`src/rtl/ddr_train_pkg.sv`:
```
// Shared types and helpers for the DDR read-eye training controller.
package ddr_train_pkg;

  typedef enum logic [3:0] {
    ST_IDLE,
    ST_LOAD,
    ST_CLEAR,
    ST_SETTLE,
    ST_SAMPLE,
    ST_STEP,
    ST_CENTER,
    ST_NEXT,
    ST_DONE
  } train_state_e;

  localparam logic DIR_INC = 1'b1;
  localparam logic DIR_DEC = 1'b0;

  function automatic int tap_w(input int taps);
    return (taps > 1) ? $clog2(taps) : 1;
  endfunction

endpackage

```
`src/rtl/ddr_eye_window_tracker.sv`:
```
// Tracks the first contiguous run of passing taps during a sweep and
// reports whether it forms a usable eye plus its floor-centre tap.
module ddr_eye_window_tracker #(
  parameter int TAP_W   = 7,
  parameter int MIN_EYE = 4
) (
  input  logic             clk_i,
  input  logic             rst_n_i,
  input  logic             clear_i,
  input  logic             sample_i,
  input  logic             pass_i,
  input  logic [TAP_W-1:0] tap_i,
  output logic             open_o,
  output logic             valid_o,
  output logic [TAP_W-1:0] center_o
);

  logic             found_q, found_d;
  logic             closed_q, closed_d;
  logic [TAP_W-1:0] start_q, start_d;
  logic [TAP_W-1:0] end_q, end_d;
  logic [TAP_W:0]   eye_w;
  logic [TAP_W:0]   tap_sum;

  always_comb begin
    found_d  = found_q;
    closed_d = closed_q;
    start_d  = start_q;
    end_d    = end_q;
    if (clear_i) begin
      found_d  = 1'b0;
      closed_d = 1'b0;
      start_d  = '0;
      end_d    = '0;
    end else if (sample_i && !closed_q) begin
      if (pass_i) begin
        if (!found_q) begin
          found_d = 1'b1;
          start_d = tap_i;
        end
        end_d = tap_i;
      end else if (found_q) begin
        closed_d = 1'b1;
      end
    end
  end

  always_ff @(posedge clk_i or negedge rst_n_i) begin
    if (!rst_n_i) begin
      found_q  <= 1'b0;
      closed_q <= 1'b0;
      start_q  <= '0;
      end_q    <= '0;
    end else begin
      found_q  <= found_d;
      closed_q <= closed_d;
      start_q  <= start_d;
      end_q    <= end_d;
    end
  end

  // One extra bit so start+end cannot wrap before the halving.
  assign eye_w    = {1'b0, end_q} - {1'b0, start_q} + (TAP_W+1)'(1);
  assign tap_sum  = {1'b0, start_q} + {1'b0, end_q};
  assign center_o = tap_sum[TAP_W:1];
  assign open_o   = found_q & ~closed_q;
  assign valid_o  = found_q && (eye_w >= (TAP_W+1)'(MIN_EYE));

endmodule

```
`src/rtl/ddr_read_eye_trainer.sv`:
```
// Sequential per-lane read-eye sweep: step the IOD delay line through every
// tap, find the first passing window and park each lane at its centre.
//
// state  | meaning
// IDLE   | waiting for train_start_i
// LOAD   | delay-line load pulse on active lane, tap and tracker reset
// CLEAR  | eye-monitor flag clear pulse
// SETTLE | wait SETTLE_CYCLES after clear
// SAMPLE | OR early|late over SAMPLE_CYCLES, update window tracker
// STEP   | increment move pulse then gap cycle checking out-of-range
// CENTER | decrement moves back to window centre, or flag lane error
// NEXT   | advance to next lane or finish
// DONE   | one cycle, busy drops and done rises
module ddr_read_eye_trainer
  import ddr_train_pkg::*;
#(
  parameter int NUM_LANES     = 2,
  parameter int DLY_TAPS      = 128,
  parameter int SETTLE_CYCLES = 8,
  parameter int SAMPLE_CYCLES = 16,
  parameter int MIN_EYE       = 4,
  localparam int TAP_W        = tap_w(DLY_TAPS)
) (
  input  logic                       fab_clk_i,
  input  logic                       arst_n_i,
  input  logic                       train_start_i,
  output logic                       train_busy_o,
  output logic                       train_done_o,
  output logic [NUM_LANES-1:0]       train_err_o,
  output logic [NUM_LANES*TAP_W-1:0] lane_center_o,
  output logic [NUM_LANES-1:0]       delay_line_load_o,
  output logic [NUM_LANES-1:0]       delay_line_move_o,
  output logic [NUM_LANES-1:0]       delay_line_direction_o,
  output logic [NUM_LANES-1:0]       eye_monitor_clear_flags_o,
  input  logic [NUM_LANES-1:0]       eye_monitor_early_i,
  input  logic [NUM_LANES-1:0]       eye_monitor_late_i,
  input  logic [NUM_LANES-1:0]       delay_line_out_of_range_i
);

  localparam int LANE_W  = (NUM_LANES > 1) ? $clog2(NUM_LANES) : 1;
  localparam int CNT_MAX = (SETTLE_CYCLES > SAMPLE_CYCLES) ? SETTLE_CYCLES : SAMPLE_CYCLES;
  localparam int CNT_W   = $clog2(CNT_MAX + 1);
  localparam logic [TAP_W-1:0]  LAST_TAP  = TAP_W'(DLY_TAPS - 1);
  localparam logic [LANE_W-1:0] LAST_LANE = LANE_W'(NUM_LANES - 1);

  train_state_e state_q, state_d;
  logic [LANE_W-1:0]          lane_q, lane_d;
  logic [CNT_W-1:0]           cnt_q, cnt_d;
  logic [TAP_W-1:0]           cur_tap_q, cur_tap_d;
  logic                       or_q, or_d;
  logic                       phase_q, phase_d;
  logic                       busy_q, busy_d;
  logic                       done_q, done_d;
  logic [NUM_LANES-1:0]       err_q, err_d;
  logic [NUM_LANES*TAP_W-1:0] center_q, center_d;
  logic [NUM_LANES-1:0]       load_q, load_d;
  logic [NUM_LANES-1:0]       move_q, move_d;
  logic [NUM_LANES-1:0]       dir_q, dir_d;
  logic [NUM_LANES-1:0]       clr_q, clr_d;

  logic [NUM_LANES-1:0] lane_mask, next_mask;
  logic [LANE_W-1:0]    next_lane;
  logic                 flag_now, oor_now, tap_pass, sweep_end, sample_last;
  logic                 trk_open, trk_valid;
  logic [TAP_W-1:0]     trk_center;

  assign next_lane   = lane_q + LANE_W'(1);
  assign lane_mask   = NUM_LANES'(1) << lane_q;
  assign next_mask   = NUM_LANES'(1) << next_lane;
  assign flag_now    = eye_monitor_early_i[lane_q] | eye_monitor_late_i[lane_q];
  assign oor_now     = delay_line_out_of_range_i[lane_q];
  assign sample_last = (state_q == ST_SAMPLE) && (cnt_q == '0);
  assign tap_pass    = ~(or_q | flag_now);
  // A fail only terminates the sweep once a window has been seen.
  assign sweep_end   = (~tap_pass & trk_open) | (cur_tap_q == LAST_TAP);

  ddr_eye_window_tracker #(
    .TAP_W  (TAP_W),
    .MIN_EYE(MIN_EYE)
  ) u_tracker (
    .clk_i   (fab_clk_i),
    .rst_n_i (arst_n_i),
    .clear_i (state_q == ST_LOAD),
    .sample_i(sample_last),
    .pass_i  (tap_pass),
    .tap_i   (cur_tap_q),
    .open_o  (trk_open),
    .valid_o (trk_valid),
    .center_o(trk_center)
  );

  always_comb begin
    state_d   = state_q;
    lane_d    = lane_q;
    cnt_d     = cnt_q;
    cur_tap_d = cur_tap_q;
    or_d      = or_q;
    phase_d   = phase_q;
    busy_d    = busy_q;
    done_d    = done_q;
    err_d     = err_q;
    center_d  = center_q;
    dir_d     = dir_q;
    load_d    = '0;
    move_d    = '0;
    clr_d     = '0;
    case (state_q)
      ST_IDLE: begin
        if (train_start_i) begin
          state_d = ST_LOAD;
          lane_d  = '0;
          busy_d  = 1'b1;
          done_d  = 1'b0;
          err_d   = '0;
          load_d  = NUM_LANES'(1);
          dir_d   = {NUM_LANES{DIR_INC}} & NUM_LANES'(1);
        end
      end
      ST_LOAD: begin
        cur_tap_d = '0;
        clr_d     = lane_mask;
        state_d   = ST_CLEAR;
      end
      ST_CLEAR: begin
        cnt_d   = CNT_W'(SETTLE_CYCLES - 1);
        state_d = ST_SETTLE;
      end
      ST_SETTLE: begin
        if (cnt_q == '0) begin
          cnt_d   = CNT_W'(SAMPLE_CYCLES - 1);
          or_d    = 1'b0;
          state_d = ST_SAMPLE;
        end else begin
          cnt_d = cnt_q - CNT_W'(1);
        end
      end
      ST_SAMPLE: begin
        or_d = or_q | flag_now;
        if (cnt_q == '0) begin
          if (sweep_end) begin
            dir_d   = {NUM_LANES{DIR_DEC}};
            phase_d = 1'b0;
            state_d = ST_CENTER;
          end else begin
            move_d  = lane_mask;
            phase_d = 1'b1;
            state_d = ST_STEP;
          end
        end else begin
          cnt_d = cnt_q - CNT_W'(1);
        end
      end
      ST_STEP: begin
        if (phase_q) begin
          phase_d = 1'b0;
        end else if (oor_now) begin
          // The IOD refused the step: tap stays put and the sweep stops here.
          dir_d   = {NUM_LANES{DIR_DEC}};
          state_d = ST_CENTER;
        end else begin
          cur_tap_d = cur_tap_q + TAP_W'(1);
          clr_d     = lane_mask;
          state_d   = ST_CLEAR;
        end
      end
      ST_CENTER: begin
        if (!trk_valid) begin
          err_d[lane_q] = 1'b1;
          center_d[int'(lane_q)*TAP_W +: TAP_W] = '0;
          load_d  = lane_mask;
          state_d = ST_NEXT;
        end else begin
          center_d[int'(lane_q)*TAP_W +: TAP_W] = trk_center;
          if (phase_q) begin
            phase_d = 1'b0;
          end else if (cur_tap_q != trk_center) begin
            move_d    = lane_mask;
            cur_tap_d = cur_tap_q - TAP_W'(1);
            phase_d   = 1'b1;
          end else begin
            state_d = ST_NEXT;
          end
        end
      end
      ST_NEXT: begin
        if (lane_q == LAST_LANE) begin
          busy_d  = 1'b0;
          done_d  = 1'b1;
          state_d = ST_DONE;
        end else begin
          lane_d  = next_lane;
          load_d  = next_mask;
          dir_d   = {NUM_LANES{DIR_INC}} & next_mask;
          state_d = ST_LOAD;
        end
      end
      ST_DONE: state_d = ST_IDLE;
      default: state_d = ST_IDLE;
    endcase
  end

  always_ff @(posedge fab_clk_i or negedge arst_n_i) begin
    if (!arst_n_i) begin
      state_q   <= ST_IDLE;
      lane_q    <= '0;
      cnt_q     <= '0;
      cur_tap_q <= '0;
      or_q      <= 1'b0;
      phase_q   <= 1'b0;
      busy_q    <= 1'b0;
      done_q    <= 1'b0;
      err_q     <= '0;
      center_q  <= '0;
      load_q    <= '0;
      move_q    <= '0;
      dir_q     <= '0;
      clr_q     <= '0;
    end else begin
      state_q   <= state_d;
      lane_q    <= lane_d;
      cnt_q     <= cnt_d;
      cur_tap_q <= cur_tap_d;
      or_q      <= or_d;
      phase_q   <= phase_d;
      busy_q    <= busy_d;
      done_q    <= done_d;
      err_q     <= err_d;
      center_q  <= center_d;
      load_q    <= load_d;
      move_q    <= move_d;
      dir_q     <= dir_d;
      clr_q     <= clr_d;
    end
  end

  assign train_busy_o              = busy_q;
  assign train_done_o              = done_q;
  assign train_err_o               = err_q;
  assign lane_center_o             = center_q;
  assign delay_line_load_o         = load_q;
  assign delay_line_move_o         = move_q;
  assign delay_line_direction_o    = dir_q;
  assign eye_monitor_clear_flags_o = clr_q;

endmodule

```
`config.mk`:
```
export PLATFORM = sky130hd
export DESIGN_NAME = ddr_read_eye_trainer
export DESIGN_NICKNAME = d
export VERILOG_FILES = /design/src/rtl/ddr_train_pkg.sv /design/src/rtl/ddr_eye_window_tracker.sv /design/src/rtl/ddr_read_eye_trainer.sv
export SDC_FILE = /design/constraint.sdc
export NUM_CORES = 1
export LEC_CHECK = 0
export BUFFER_PORTS_ARGS = -buffer_cell sky130_fd_sc_hd__buf_4
export CAP_MARGIN = 30
export CELL_PAD_IN_SITES_DETAIL_PLACEMENT = 1
export CELL_PAD_IN_SITES_GLOBAL_PLACEMENT = 2
export CORE_MARGIN = 2
export CORE_UTILIZATION = 40
export CTS_CLUSTER_DIAMETER = 200
export CTS_CLUSTER_SIZE = 8
export DETAILED_ROUTE_END_ITERATION = 12
export HOLD_SLACK_MARGIN = 0.03
export MAX_ROUTING_LAYER = met4
export PLACE_DENSITY_LB_ADDON = 0.2
export SYNTH_ARGS = -nofsm -noshare
export SYNTH_HDL_FRONTEND = slang
export SYNTH_SLANG_ARGS = --single-unit
```
`constraint.sdc`:
```
create_clock -name fab_clk_i -period 8.5 [get_ports fab_clk_i]
set_clock_uncertainty 0.05 [all_clocks]
set_input_delay 1.7 -clock fab_clk_i [delete_from_list [all_inputs] [get_ports fab_clk_i]]
set_output_delay 1.7 -clock fab_clk_i [all_outputs]
set_load 0.05 [all_outputs]
```
After elaboration in Yosys (flattened, before gate mapping) --
Cells that the tools add are included. W data, S select, Z words.
Cells by class: add/subtract/negate cells 8, $mul 1, $lt $le $gt $ge 3, eq/ne operators 27, shift operators 5, muxes and demuxes 84, bitwise operators 7, reductions and logical operators 29
Operators by type and width (count):
- $mux W7 | 12
- $mux W2 | 18
- $neg A4 Y33 | 1
- $shift A7 B33 Y14 const A | 1
- $shiftx A7 B33 Y14 | 1
- $shiftx A7 B33 Y14 const A | 1
- $mux W4 | 8
- $pmux W4 S8 | 1
- $bwmux W14 | 2
- $mux W1 | 26
- $ne A2 B2 Y1 const B | 13
- $pmux W7 S3 | 1
- $eq A4 B3 Y1 const B | 4
- $pmux W5 S3 | 1
- $reduce_and A3 Y1 | 5
- $mux W14 | 1
- $pmux W2 S2 | 3
- $reduce_and A6 Y1 | 2
- $reduce_bool A2 Y1 | 6
- $mux W5 | 2
- $reduce_bool A3 Y1 | 3
- $add A7 B7 Y8 | 1
- $add A8 B1 Y8 const B | 1
- $eq A4 B2 Y1 const B | 2
- other kinds (32) | 48
Storage, ports and cells: bits in registers 61, input port bits 9, output and inout bits 26, logic and storage cells 182

Depth between registers and ports, before layout --
Gate-level depths: netlist (run 1).
depth in word-level cells 9, mapped depth 14, gate-level depth less buffers 13

Hierarchy --
A second synthesis (run 1) with hierarchy kept.
Unflattened totals: cells, all modules 424, area total of the unflattened synthesis 3804.9 um2
By module, submodules not included:
- ddr_read_eye_trainer | times used 1, cells each 282, area an instance 2533.7 um2, sequential area each 1126.1 um2
- ddr_eye_window_tracker | times used 1, cells each 142, area an instance 1271.2 um2, sequential area each 400.4 um2

Least setup slack after synthesis (run 1) --
Ideal clock, no wire load.
path kind reg2reg, start register u_tracker.end_q[1], end register cur_tap_q[0], library setup time 125 ps, arrival time 3412 ps, data required time 8325 ps, setup slack 4914 ps, cell stages (with the launch flop) 15, buffers on the path 1, period minus slack after synthesis 3586 ps, cells stage by stage dfrtp_1 -> inv_1 -> ha_1 -> inv_1 -> ha_1 -> fa_1 -> a211oi_1 -> nor2_1 -> xor2_1 -> or4_1 -> o31a_1 -> o31ai_1 -> a21o_1 -> buf_2 -> mux2_2
Between the ends: cells in the longest elaborated chain, start to end 6, elaborated cells on any way between the ends 9, classes of those cells add/sub: 3; order compare: 1; eq/ne: 3; reduce/logical: 2
Ends and longest elaborated chain:
- start, declared | line ddr_eye_window_tracker.sv:21 | logic [TAP_W-1:0] end_q, end_d;
- start signal, assigned | line ddr_eye_window_tracker.sv:58 | end_q <= end_d;
- $sub A7 B7 Y8 | line ddr_eye_window_tracker.sv:63 | assign eye_w = {1'b0, end_q} - {1'b0, start_q} + (TAP_W+1)'(1);
- $add A8 B1 Y8 | line ddr_eye_window_tracker.sv:63
- $ge A8 B3 Y1 | line ddr_eye_window_tracker.sv:67 | assign valid_o = found_q && (eye_w >= (TAP_W+1)'(MIN_EYE));
- $logic_and A1 B1 Y1 | line ddr_eye_window_tracker.sv:67
- $ne A2 B2 Y1 (no source line)
- $reduce_and A6 Y1 (no source line) *
- end signal, assigned | line ddr_read_eye_trainer.sv:222 | cur_tap_q <= cur_tap_d;
- end, declared | line ddr_read_eye_trainer.sv:49 | logic [TAP_W-1:0] cur_tap_q, cur_tap_d;
Every way passes the cells marked *; elsewhere a longest branch is shown, timed or not. A chain may end at the register's enable or synchronous reset.

Worst setup path in the final report (run 1) --
start register u_tracker.end_q[1], end register cur_tap_q[1]
Same word-level chain as after synthesis.

==> results.sh, run 1 <==
export IMPL_status="complete, no violations"
export IMPL_dieWidth_microns=101
export IMPL_clockRootBuffer="clkbuf_8"
export IMPL_postSynthAreaPerCell_sq_um=9.24
export IMPL_syn_num_nets=446
export IMPL_synth_area_leaders="dfrtp_1 40%, ha_1 8.6%, nor2_1 4.8%"
export IMPL_ys_seq_elements=61
export IMPL_grt_pass1_vias=3092
export IMPL_finalSetupTns_ns=0
export IMPL_critPathKind="reg -> reg"
export IMPL_clk_latency_ns=0.35
export IMPL_synth_top_area_share_pct=40.5
export IMPL_tightest_slew_ns=0.782
export IMPL_slew_viol_final=0
export IMPL_grt_max_degree=62
export IMPL_yosysTopAreaCell="dfrtp_1"
export IMPL_dieArea_sq_mm=0.0102
export IMPL_track_usage_pct=20.1
export IMPL_clk_pin_slew_worst_paths_ns=0.08
export IMPL_htree_num_levels=3
export IMPL_fill_cells=1087
export IMPL_start_util_pct=41.0
export IMPL_grt_pass1_wl_mm=15.6
export IMPL_fin_ws_ns=4.44
export IMPL_ff_latch_area_sq_mm=0.00153
export IMPL_fmaxAchievable_mhz=246
export IMPL_io_pins=35
export IMPL_synthArstFlopShare_pct=100
export IMPL_die_h_microns=101
export IMPL_place_congestion=0.793
export IMPL_cts_resized_gates=0
export IMPL_crit_fanout=8
export IMPL_rsz0062_at_grt="false"
export IMPL_finalSetupViolCount=0
export IMPL_wl_per_cell_microns=16.5
export IMPL_synth_edf_count=0
export IMPL_cts_buffer_depth=2
export IMPL_postRouteAntennaNets=0
export IMPL_min_period_ns=4.06
export IMPL_drt_vias_per_instance=5.53
export IMPL_cp_end_kind="flip-flop"
export IMPL_core_sq_mm=0.00920
export IMPL_area_growth_pct=14.9
export IMPL_antenna_found_initial=0
export IMPL_ys_types=55
export IMPL_fin_nets=476
export IMPL_synthCells=408
export IMPL_pwr_density_cell_mw_per_mm2=207
export IMPL_yosysWarnings=0
export IMPL_post_cts_buffers=0
export IMPL_multi_input_area_sq_mm=0.00209
export IMPL_dp_slack_ns=4.44
export IMPL_wirelength_mm=9.12
export IMPL_ys_dominant_reg_cell="dfrtp_1"
export IMPL_cp_start_kind="flip-flop"
export IMPL_dr_total_vias=3062
export IMPL_cts_tree="built"
export IMPL_portBuffers=34
export IMPL_drc=0
export IMPL_hpwl_mm=6.86
export IMPL_dr_pass1_iters=5
export IMPL_final_hold_viol_count=0
export IMPL_cts_sinks=61
export IMPL_grt_ovfl_total=0
export IMPL_cts_buffers=9
export IMPL_drv_cap=0
export IMPL_maxSlewHeadroom_pct=47.9
export IMPL_synth_seq_area_share_pct=40.5
export IMPL_highest_layer="met4"
export IMPL_worstHoldPathType="reg -> reg"
export IMPL_crit_arrival_ns=4.24
export IMPL_fin_crit_sh_pct=47.7
export IMPL_drt_iter0_drc=103
export IMPL_route_met3_wl_microns=272
export IMPL_wl_met1_mm=4.56
export IMPL_crit_required_ns=8.68
export IMPL_leakage_nw=2.08
export IMPL_cts_hold_buf=0
export IMPL_drive_above_1_share_pct=15.1
export IMPL_rows=35
export IMPL_max_vdd_ir_drop_mv=0.118
export IMPL_n_antenna_cell=0
export IMPL_syn_area_sq_mm=0.00377
export IMPL_dr_wl_met2_mm=4.23
layer usage:
metal | up-vias | GRT usage [%]
met4 | 0 | 5.30
met5 | - | -
li1 | 1489 | -
met1 | 1525 | 28.1
met2 | 44 | 30.1
met3 | 4 | 3.81
power breakdown:
part / total [mW] / switching, mW / internal [mW]
Combinational: 0.241 / 0.155 / 0.0859
Clock: 0.296 / 0.130 / 0.167
Sequential: 0.360 / 0.0440 / 0.316
Total: 0.898 / 0.329 / 0.569
worst paths after layout:
check                              startpoint                to  slack [ns]  depth (start not counted)
setup / recovery           u_tracker.end_q[1]      cur_tap_q[1]        4.44                         13
hold / removal               lane_center_o[7]  lane_center_o[7]        0.43                          2
setup reg to reg           u_tracker.end_q[1]      cur_tap_q[1]        4.44                         13
hold reg to reg              lane_center_o[7]  lane_center_o[7]        0.43                          2
max in group asynchronous            arst_n_i      cur_tap_q[5]        6.50                          1
min in group asynchronous            arst_n_i  lane_center_o[8]        1.36                          1
worst max-delay path: stages (launching register included):
cell and delay [ns]:
dfrtp_1 0.42, inv_1 0.06, ha_1 0.29, inv_1 0.04, ha_1 0.22, fa_1 0.41, a211oi_1 0.35, nor2_1 0.11
xor2_1 0.15, or4_1 0.46, o31a_1 0.45, o31ai_1 0.19, a21o_1 0.37, mux2_2 0.38
cells in the final DEF (no fill, tap or decap), types with 5 or more instances in the layout:
cell / synthesis / routed
a21oi_1: 34 / 34
buf_4: 0 / 35
clkbuf_8: 0 / 9
dfrtp_1: 61 / 61
ha_1: 26 / 26
inv_1: 25 / 25
mux2_2: 7 / 7
mux2i_1: 8 / 8
nand2_1: 40 / 40
nand3_1: 7 / 7
nor2_1: 48 / 48
nor3_1: 8 / 8
o21a_1: 5 / 5
o21ai_0: 29 / 29
o31ai_1: 13 / 13
xnor2_1: 16 / 16
xor2_1: 5 / 5
flip-flops by register name, indices dropped and copies added (netlist names), 2 cells and up:
signal and count:
cnt_q 5, cur_tap_q 7, delay_line_direction_o 2, delay_line_load_o 2
delay_line_move_o 2, eye_monitor_clear_flags_o 2, lane_center_o 14, state_q 4
train_err_o 2, u_tracker.end_q 7, u_tracker.start_q 7
layout make-up:
type	instances	area share, %
clock inverter	7	2.28
inverter	25	2.17
tap	111	3.21
multi-input combinational	306	48.2
sequential	61	35.2
clock buffer	9	2.86
timing repair buffer	35	6.06
cells in the mapped netlist (2+ instances only):
master	count
a211oi_1	2
a21o_1	4
a21oi_1	34
buf_2	2
clkbuf_1	13
dfrtp_1	61
fa_1	3
ha_1	26
inv_1	25
mux2_2	7
mux2i_1	8
nand2_1	40
nand3_1	7
nand4_1	2
nor2_1	48
nor2b_1	4
nor3_1	8
o21a_1	5
o21ai_0	29
o21bai_1	4
o22ai_1	2
o31ai_1	13
o32ai_1	2
o41ai_1	2
or2b_1	2
or3_1	4
or3b_2	2
or4_1	2
xnor2_1	16
xnor3_1	2
xor2_1	5
metrics by stage:
| stage | std cells | utilization (%) | hold slack (ns) | total power [mW] | area (sq um) |
|---|---|---|---|---|---|
| after global placement | 538 | 44.7 | 0.414 | 0.601 | 4110 |
| final | 554 | 47.1 | 0.430 | 0.898 | 4330 |
| after CTS | 554 | 47.1 | 0.436 | 0.907 | 4330 |
| after floorplan | 408 | - | 0.414 | 0.538 | 3770 |
| after global routing | 554 | 47.1 | 0.466 | 0.951 | 4330 |
| after detailed placement | 538 | 44.7 | 0.420 | 0.608 | 4110 |
kinds of logic (layout without fill, tap and decap cells):
kind of cell | count (synthesis) | count (layout) | share of synthesized area [%]
AOI/OAI and AO/OA | 112 | 112 | 19.3
xor gates and xnor gates | 23 | 23 | 6.07
adders and majority gates | 29 | 29 | 10.2
buffers and inverters | 41 | 76 | 4.15
DFF | 61 | 61 | 40.5
muxes | 16 | 16 | 4.61
and+or+nand+nor | 126 | 126 | 15.1
Note: power is estimated with default switching activity, not from simulation.
==> run 2: changes to the inputs <==
--- a/config.mk
+++ b/config.mk
@@ -5,12 +5,13 @@
 export SDC_FILE = /design/constraint.sdc
 export NUM_CORES = 1
 export LEC_CHECK = 0
+export ABC_AREA = 1
 export BUFFER_PORTS_ARGS = -buffer_cell sky130_fd_sc_hd__buf_4
 export CAP_MARGIN = 30
 export CELL_PAD_IN_SITES_DETAIL_PLACEMENT = 1
 export CELL_PAD_IN_SITES_GLOBAL_PLACEMENT = 2
 export CORE_MARGIN = 2
-export CORE_UTILIZATION = 40
+export CORE_UTILIZATION = 35
 export CTS_CLUSTER_DIAMETER = 200
 export CTS_CLUSTER_SIZE = 8
 export DETAILED_ROUTE_END_ITERATION = 12
==> constraint.sdc (replaced) <==
create_clock -name fab_clk_i -period 3.85 [get_ports fab_clk_i]
set_clock_uncertainty 0.05 [all_clocks]
set_input_delay 0.77 -clock fab_clk_i [delete_from_list [all_inputs] [get_ports fab_clk_i]]
set_output_delay 0.77 -clock fab_clk_i [all_outputs]
set_load 0.05 [all_outputs]
==> results.sh, run 2 <==
export IMPL_status="complete, no violations"
export IMPL_cts_tree="built"
export IMPL_grt_ovfl_total=0
export IMPL_max_vdd_ir_drop_mv=0.267
export IMPL_synthCells=525
export IMPL_fmaxAchievable_mhz=343
export IMPL_post_cts_buffers=0
export IMPL_timing_rr_end="lane_center_o[7]"
export IMPL_clockPowerShare_pct=26.3
export IMPL_maxSlewHeadroom_pct=45.6
export IMPL_yosysWarnings=0
export IMPL_dieArea_sq_mm=0.0122
export IMPL_rows=38
export IMPL_cp_slowest_stage_delay_ns=0.43
export IMPL_synth_area_leaders="dfrtp_1 38%, nand2_1 14%, ha_1 8.2%"
export IMPL_dieWidth_microns=111
export IMPL_yosysMostFrequentCell="nand2_1"
export IMPL_clk_latency_ns=0.34
export IMPL_cts_hold_buf=0
export IMPL_netSwitchingPower_mw=1.50
export IMPL_synth_top_area_share_pct=38.3
export IMPL_synth_seq_area_share_pct=38.3
export IMPL_n_antenna_cell=0
export IMPL_fin_nets=603
export IMPL_area_growth_pct=18.2
export IMPL_dr_pass1_iters=4
export IMPL_htree_num_levels=3
export IMPL_p_comb_share_pct=47.5
export IMPL_cts_buffers=9
export IMPL_cp_cell_sequence="inv_1 > ha_1 > inv_1 > ha_1 > fa_1 > inv_1 > nand2_1 > a21oi_1 > nand3_1 > nor2_1 > nand3_1 > nand2_2 > inv_2 > nand2_1 > o21ai_0"
export IMPL_grt_max_degree=62
export IMPL_drv_cap=0
export IMPL_path_common_cell="inv_1"
export IMPL_start_util_pct=36.2
export IMPL_wirelength_mm=11.2
export IMPL_clockRootBuffer="clkbuf_16"
export IMPL_largest_reg_flops=14
export IMPL_synthArstFlopShare_pct=100
export IMPL_io_pins=35
export IMPL_finalSetupViolCount=0
export IMPL_fill_cells=1364
export IMPL_fin_crit_sh_pct=75.8
export IMPL_p_seq_share_pct=26.2
export IMPL_cts_resized_gates=0
export IMPL_final_cell_count_no_fill=710
export IMPL_r2r_slack_ns=0.93
export IMPL_worstHoldPathType="reg -> reg"
export IMPL_clk_pin_slew_worst_paths_ns=0.06
export IMPL_crit_required_ns=4.00
export IMPL_r2r_start="u_tracker.end_q[1]"
export IMPL_critical_path_slowest_cell="fa_1"
export IMPL_portBuffers=34
export IMPL_drc=0
export IMPL_drt_vias_per_instance=5.06
export IMPL_grt_pass1_wl_mm=19.3
export IMPL_dp_slack_ns=0.915
export IMPL_wl_per_cell_microns=15.8
export IMPL_antenna_found_initial=0
export IMPL_min_period_ns=2.92
export IMPL_drive_above_1_share_pct=16.1
export IMPL_die_h_microns=111
export IMPL_total_power_mw=3.29
export IMPL_critPathLaunch="u_tracker.end_q[1]"
export IMPL_finalSetupTns_ns=0
export IMPL_fin_ws_ns=0.933
export IMPL_intPower_mw=1.79
export IMPL_critPathKind="reg -> reg"
export IMPL_final_common_cell="nand2_1"
export IMPL_pwr_density_cell_mw_per_mm2=699
export IMPL_grt_pass1_vias=3829
export IMPL_hpwl_mm=8.67
export IMPL_postSynthAreaPerCell_sq_um=7.58
export IMPL_setup_worst_path_end="lane_center_o[7]"
export IMPL_crit_fanout=8
export IMPL_syn_area_sq_mm=0.00398
export IMPL_ys_types=39
export IMPL_syn_num_nets=563
export IMPL_drt_iter0_drc=154
export IMPL_cts_sinks=61
export IMPL_crit_arrival_ns=3.06
export IMPL_ys_seq_elements=61
export IMPL_synth_edf_count=0
export IMPL_final_hold_viol_count=0
export IMPL_yosysTopAreaCell="dfrtp_1"
export IMPL_final_cell_mix="146 x nand2_1, 63 x inv_1, 61 x dfrtp_1"
export IMPL_track_usage_pct=20.1
export IMPL_power_switching_share_pct=45.6
export IMPL_rsz0062_at_grt="false"
export IMPL_place_congestion=0.766
export IMPL_cts_buffer_depth=2
export IMPL_synthTopCellsByCount="146 x nand2_1, 63 x inv_1, 61 x dfrtp_1"
export IMPL_postRouteAntennaNets=0
export IMPL_post_route_util_pct=42.9
export IMPL_leakage_nw=2.51
export IMPL_cp_end_kind="flip-flop"
export IMPL_cp_start_kind="flip-flop"
export IMPL_ys_dominant_reg_cell="dfrtp_1"
export IMPL_placedCellCount=694
export IMPL_slew_viol_final=0
export IMPL_reg2regPathDepth=15
export IMPL_core_sq_mm=0.0110
export IMPL_tightest_slew_ns=0.816
export IMPL_dr_total_vias=3595
-- run 2: per-stage QoR --
stage	hold WS, ns	cell area, sq um
2_1_floorplan	0.407	3980
3_3_place_gp	0.411	4390
3_5_place_dp	0.426	4390
4_1_cts	0.439	4710
5_1_grt	0.459	4710
6_report	0.432	4710
-- run 2: how the worst min path moves through the flow --
stage | start | to | slack (ns) | depth (start not counted)
detailed placement | delay_line_direction_o[0] | delay_line_direction_o[0] | 0.43 | 2
global placement | delay_line_direction_o[0] | delay_line_direction_o[0] | 0.41 | 2
finish | delay_line_direction_o[0] | delay_line_direction_o[0] | 0.43 | 2
floorplan | cnt_q[4] | cnt_q[4] | 0.41 | 1
global route | train_done_o | train_done_o | 0.46 | 1
CTS | delay_line_direction_o[0] | delay_line_direction_o[0] | 0.44 | 2
-- run 2: worst max-delay path, delay by kind of cell (launching register included) --
family | cells | cell delay [ns]
adder cells (fa/ha/maj) | 3 | 0.93
AND/OR/NAND/NOR | 6 | 0.87
flip-flops | 1 | 0.41
AO/OA/AOI/OAI | 2 | 0.28
buffers and inverters | 4 | 0.26
-- run 2: cells by family after synthesis --
family	after synthesis	share of synthesized area, %
AOI/OAI and AO/OA	90	13.6
xor gates and xnor gates	3	0.660
adders and majority gates	29	9.68
buffers and inverters	78	7.73
DFF	61	38.3
and+or+nand+nor	264	29.9
-- run 2: power groups by stage --
stage	registers, mW	clock network, mW	logic (mW)
floorplan	0.965	0	1.03
global placement	0.866	0	1.54
detailed placement	0.872	0	1.57
CTS	0.863	0.885	1.59
global route	0.883	0.917	1.77
finish	0.863	0.864	1.56
-- run 2: layer usage --
layer  share of wire, %  GRT usage [%]  up-vias  wire length (microns)
li1                   -              -     1792                      -
met1                 50           26.9     1746                   5560
met2                 46           31.0       48                   5140
met3                3.0           4.81        9                    330
met4                1.3           4.92        0                    148
met5                  0              -        -                      0
-- run 2: area by class of cell --
cell class | instances | area, sq um | area share [%]
flip-flops and latches | 61 | 1530 | 32.4
well taps | 140 | 175 | 3.72
inverters | 71 | 272 | 5.77
clock inverters | 6 | 87.6 | 1.86
multi-input cells | 386 | 2150 | 45.6
repair buffers | 36 | 270 | 5.74
clock buffers | 10 | 229 | 4.86
==> run 3: changes to the inputs <==
--- a/config.mk
+++ b/config.mk
@@ -5,13 +5,13 @@
 export SDC_FILE = /design/constraint.sdc
 export NUM_CORES = 1
 export LEC_CHECK = 0
-export ABC_AREA = 1
+export ABC_AREA = 0
 export BUFFER_PORTS_ARGS = -buffer_cell sky130_fd_sc_hd__buf_4
 export CAP_MARGIN = 30
 export CELL_PAD_IN_SITES_DETAIL_PLACEMENT = 1
 export CELL_PAD_IN_SITES_GLOBAL_PLACEMENT = 2
 export CORE_MARGIN = 2
-export CORE_UTILIZATION = 35
+export CORE_UTILIZATION = 37
 export CTS_CLUSTER_DIAMETER = 200
 export CTS_CLUSTER_SIZE = 8
 export DETAILED_ROUTE_END_ITERATION = 12
==> constraint.sdc (replaced) <==
create_clock -name fab_clk_i -period 2.75 [get_ports fab_clk_i]
set_clock_uncertainty 0.05 [all_clocks]
set_input_delay 0.55 -clock fab_clk_i [delete_from_list [all_inputs] [get_ports fab_clk_i]]
set_output_delay 0.55 -clock fab_clk_i [all_outputs]
set_load 0.05 [all_outputs]
==> results.sh, run 3 (synthesis gave the netlist of run 1 again) <==
export IMPL_area_growth_pct=33.2
export IMPL_placedCellCount=619
export IMPL_leakage_nw=2.43
export IMPL_cts_sinks=61
export IMPL_place_congestion=0.858
export IMPL_grt_max_degree=62
export IMPL_min_period_ns=3.31
export IMPL_n_antenna_cell=0
export IMPL_dr_pass1_iters=4
export IMPL_fin_crit_sh_pct=120
export IMPL_cp_cell_sequence="ha_4 > inv_2 > ha_4 > fa_2 > a211oi_4 > nor2_2 > xor2_1 > or4_4 > o31a_1 > o31ai_4 > a21o_4 > mux2_4"
export IMPL_drv_cap=0
export IMPL_start_util_pct=38.4
export IMPL_dp_slack_ns=-0.692
export IMPL_maxSlewHeadroom_pct=46.0
export IMPL_final_cell_mix="100 x buf_4, 61 x dfrtp_1, 44 x nor2_1"
export IMPL_wl_per_cell_microns=17.1
export IMPL_cts_buffers=9
export IMPL_crit_arrival_ns=3.51
export IMPL_dr_total_vias=3371
export IMPL_dieWidth_microns=105
export IMPL_max_vdd_ir_drop_mv=0.292
export IMPL_drc=0
export IMPL_crit_required_ns=2.95
export IMPL_failed_checks="negative setup slack"
export IMPL_finalSetupViolCount=31
export IMPL_path_common_cell="ha_4"
export IMPL_critical_path_slowest_cell="or4_4"
export IMPL_crit_fanout=7
export IMPL_track_usage_pct=21.5
export IMPL_portBuffers=34
export IMPL_met2_usage_pct=33.0
export IMPL_htree_num_levels=3
export IMPL_postRouteAntennaNets=0
export IMPL_rsz0062_at_grt="true"
export IMPL_cts_tree="built"
export IMPL_clk_pin_slew_worst_paths_ns=0.08
export IMPL_fill_cells=1171
export IMPL_fin_ws_ns=-0.558
export IMPL_drt_iter0_drc=105
export IMPL_die_h_microns=105
export IMPL_top_usage_layer="met2"
export IMPL_slew_viol_final=0
export IMPL_post_route_util_pct=51.1
export IMPL_cp_slowest_stage_delay_ns=0.42
export IMPL_io_pins=35
export IMPL_tightest_slew_ns=0.810
export IMPL_dieArea_sq_mm=0.0110
export IMPL_final_cell_count_no_fill=643
export IMPL_finalSetupTns_ns=-12.16
export IMPL_use_met3_pct=3.43
export IMPL_core_sq_mm=0.00982
export IMPL_final_hold_viol_count=0
export IMPL_grt_pass1_vias=3590
export IMPL_cp_start_kind="flip-flop"
export IMPL_grt_use_met1_pct=28.2
export IMPL_final_common_cell="buf_4"
export IMPL_drive_above_1_share_pct=30.6
export IMPL_critPathKind="reg -> reg"
export IMPL_clk_latency_ns=0.37
export IMPL_cts_buffer_depth=2
export IMPL_fmaxAchievable_mhz=302
export IMPL_status="finished with violations"
export IMPL_largest_reg_flops=14
export IMPL_antenna_found_initial=0
export IMPL_clockRootBuffer="clkbuf_8"
export IMPL_hpwl_mm=8.00
export IMPL_grt_ovfl_total=0
export IMPL_fin_nets=543
export IMPL_grt_pass1_wl_mm=18.1
export IMPL_worstHoldPathType="in -> async"
export IMPL_drt_vias_per_instance=5.24
export IMPL_cp_end_kind="flip-flop"
export IMPL_pwr_density_cell_mw_per_mm2=572
export IMPL_wirelength_mm=11.0
export IMPL_rows=36
[run 3: cell types whose count changed in the layout (fill, tap and decap cells not counted), sizes merged, moves of 8 or more]
cell / previous run / this run
a21oi: 19 / 34
buf: 36 / 102
inv: 70 / 27
mux2: 0 / 8
mux2i: 0 / 8
nand2: 157 / 40
nand3: 43 / 7
o21ai: 58 / 30
o31ai: 2 / 14
xnor2: 2 / 16
[run 3: worst paths after layout]
path,depth (start not counted),slack [ns],startpoint,endpoint
max,12,-0.56,u_tracker.start_q[1],cur_tap_q[4]
min,1,0.20,arst_n_i,train_done_o
max reg2reg,12,-0.56,u_tracker.start_q[1],cur_tap_q[4]
min reg2reg,2,0.43,lane_center_o[3],lane_center_o[3]
max in group asynchronous,1,1.88,arst_n_i,u_tracker.start_q[2]
min in group fab_clk_i,2,0.43,lane_center_o[3],lane_center_o[3]
[run 3: where the power goes]
part	leakage (nW)	total, mW	internal (mW)	switching (mW)
combinational	1.52	0.980	0.360	0.620
sequential	0.819	1.04	0.979	0.0617
clock	0.0980	0.852	0.430	0.422
total	2.43	2.87	1.77	1.10
[run 3: through the flow]
stage / total power [mW] / area, sq um / hold slack (ns)
after floorplan: 1.68 / 3810 / 0.204
after global placement: 1.95 / 4610 / 0.413
after detailed placement: 1.98 / 4610 / 0.423
after CTS: 2.87 / 4950 / 0.247
after global routing: 3.04 / 5020 / 0.272
final: 2.87 / 5020 / 0.197
[run 3: final cells by class]
cell class                 count  area [sq um]  area share (%)
multi-input combinational    306          2260            44.9
clock inverter                 7          82.6            1.64
clock buffer                   9           124            2.47
tap                          133           166            3.31
sequential                    61          1530            30.4
timing repair buffer         102           773            15.4
inverter                      25          93.8            1.87
[run 3: worst max-delay path, delay by kind of cell, from the launching register on]
| family | cells | cell delay [ns] |
|---|---|---|
| flops | 1 | 0.41 |
| xor+xnor | 1 | 0.14 |
| buf+inv | 1 | 0.04 |
| fa+ha+maj | 3 | 0.82 |
| mux | 1 | 0.31 |
| compound gates | 4 | 0.93 |
| simple gates | 2 | 0.49 |
[run 3: metal layers]
| layer | share of wire [%] | vias to the layer above | routed length [microns] |
|---|---|---|---|
| li1 | - | 1620 | - |
| met1 | 48 | 1668 | 5280 |
| met3 | 3.3 | 21 | 367 |
| met5 | 0 | - | 0 |
| met4 | 2.2 | 0 | 244 |
| met2 | 46 | 62 | 5120 |
[run 3: what timing repair did]
action | CTS | global route
gates resized for setup | 19 | 13
hold buffers | 0 | 0
endpoints found under the setup margin | 31 | 31
buffers inserted | 7 | 2
cloned | 0 | 0
pin swaps | 7 | 9
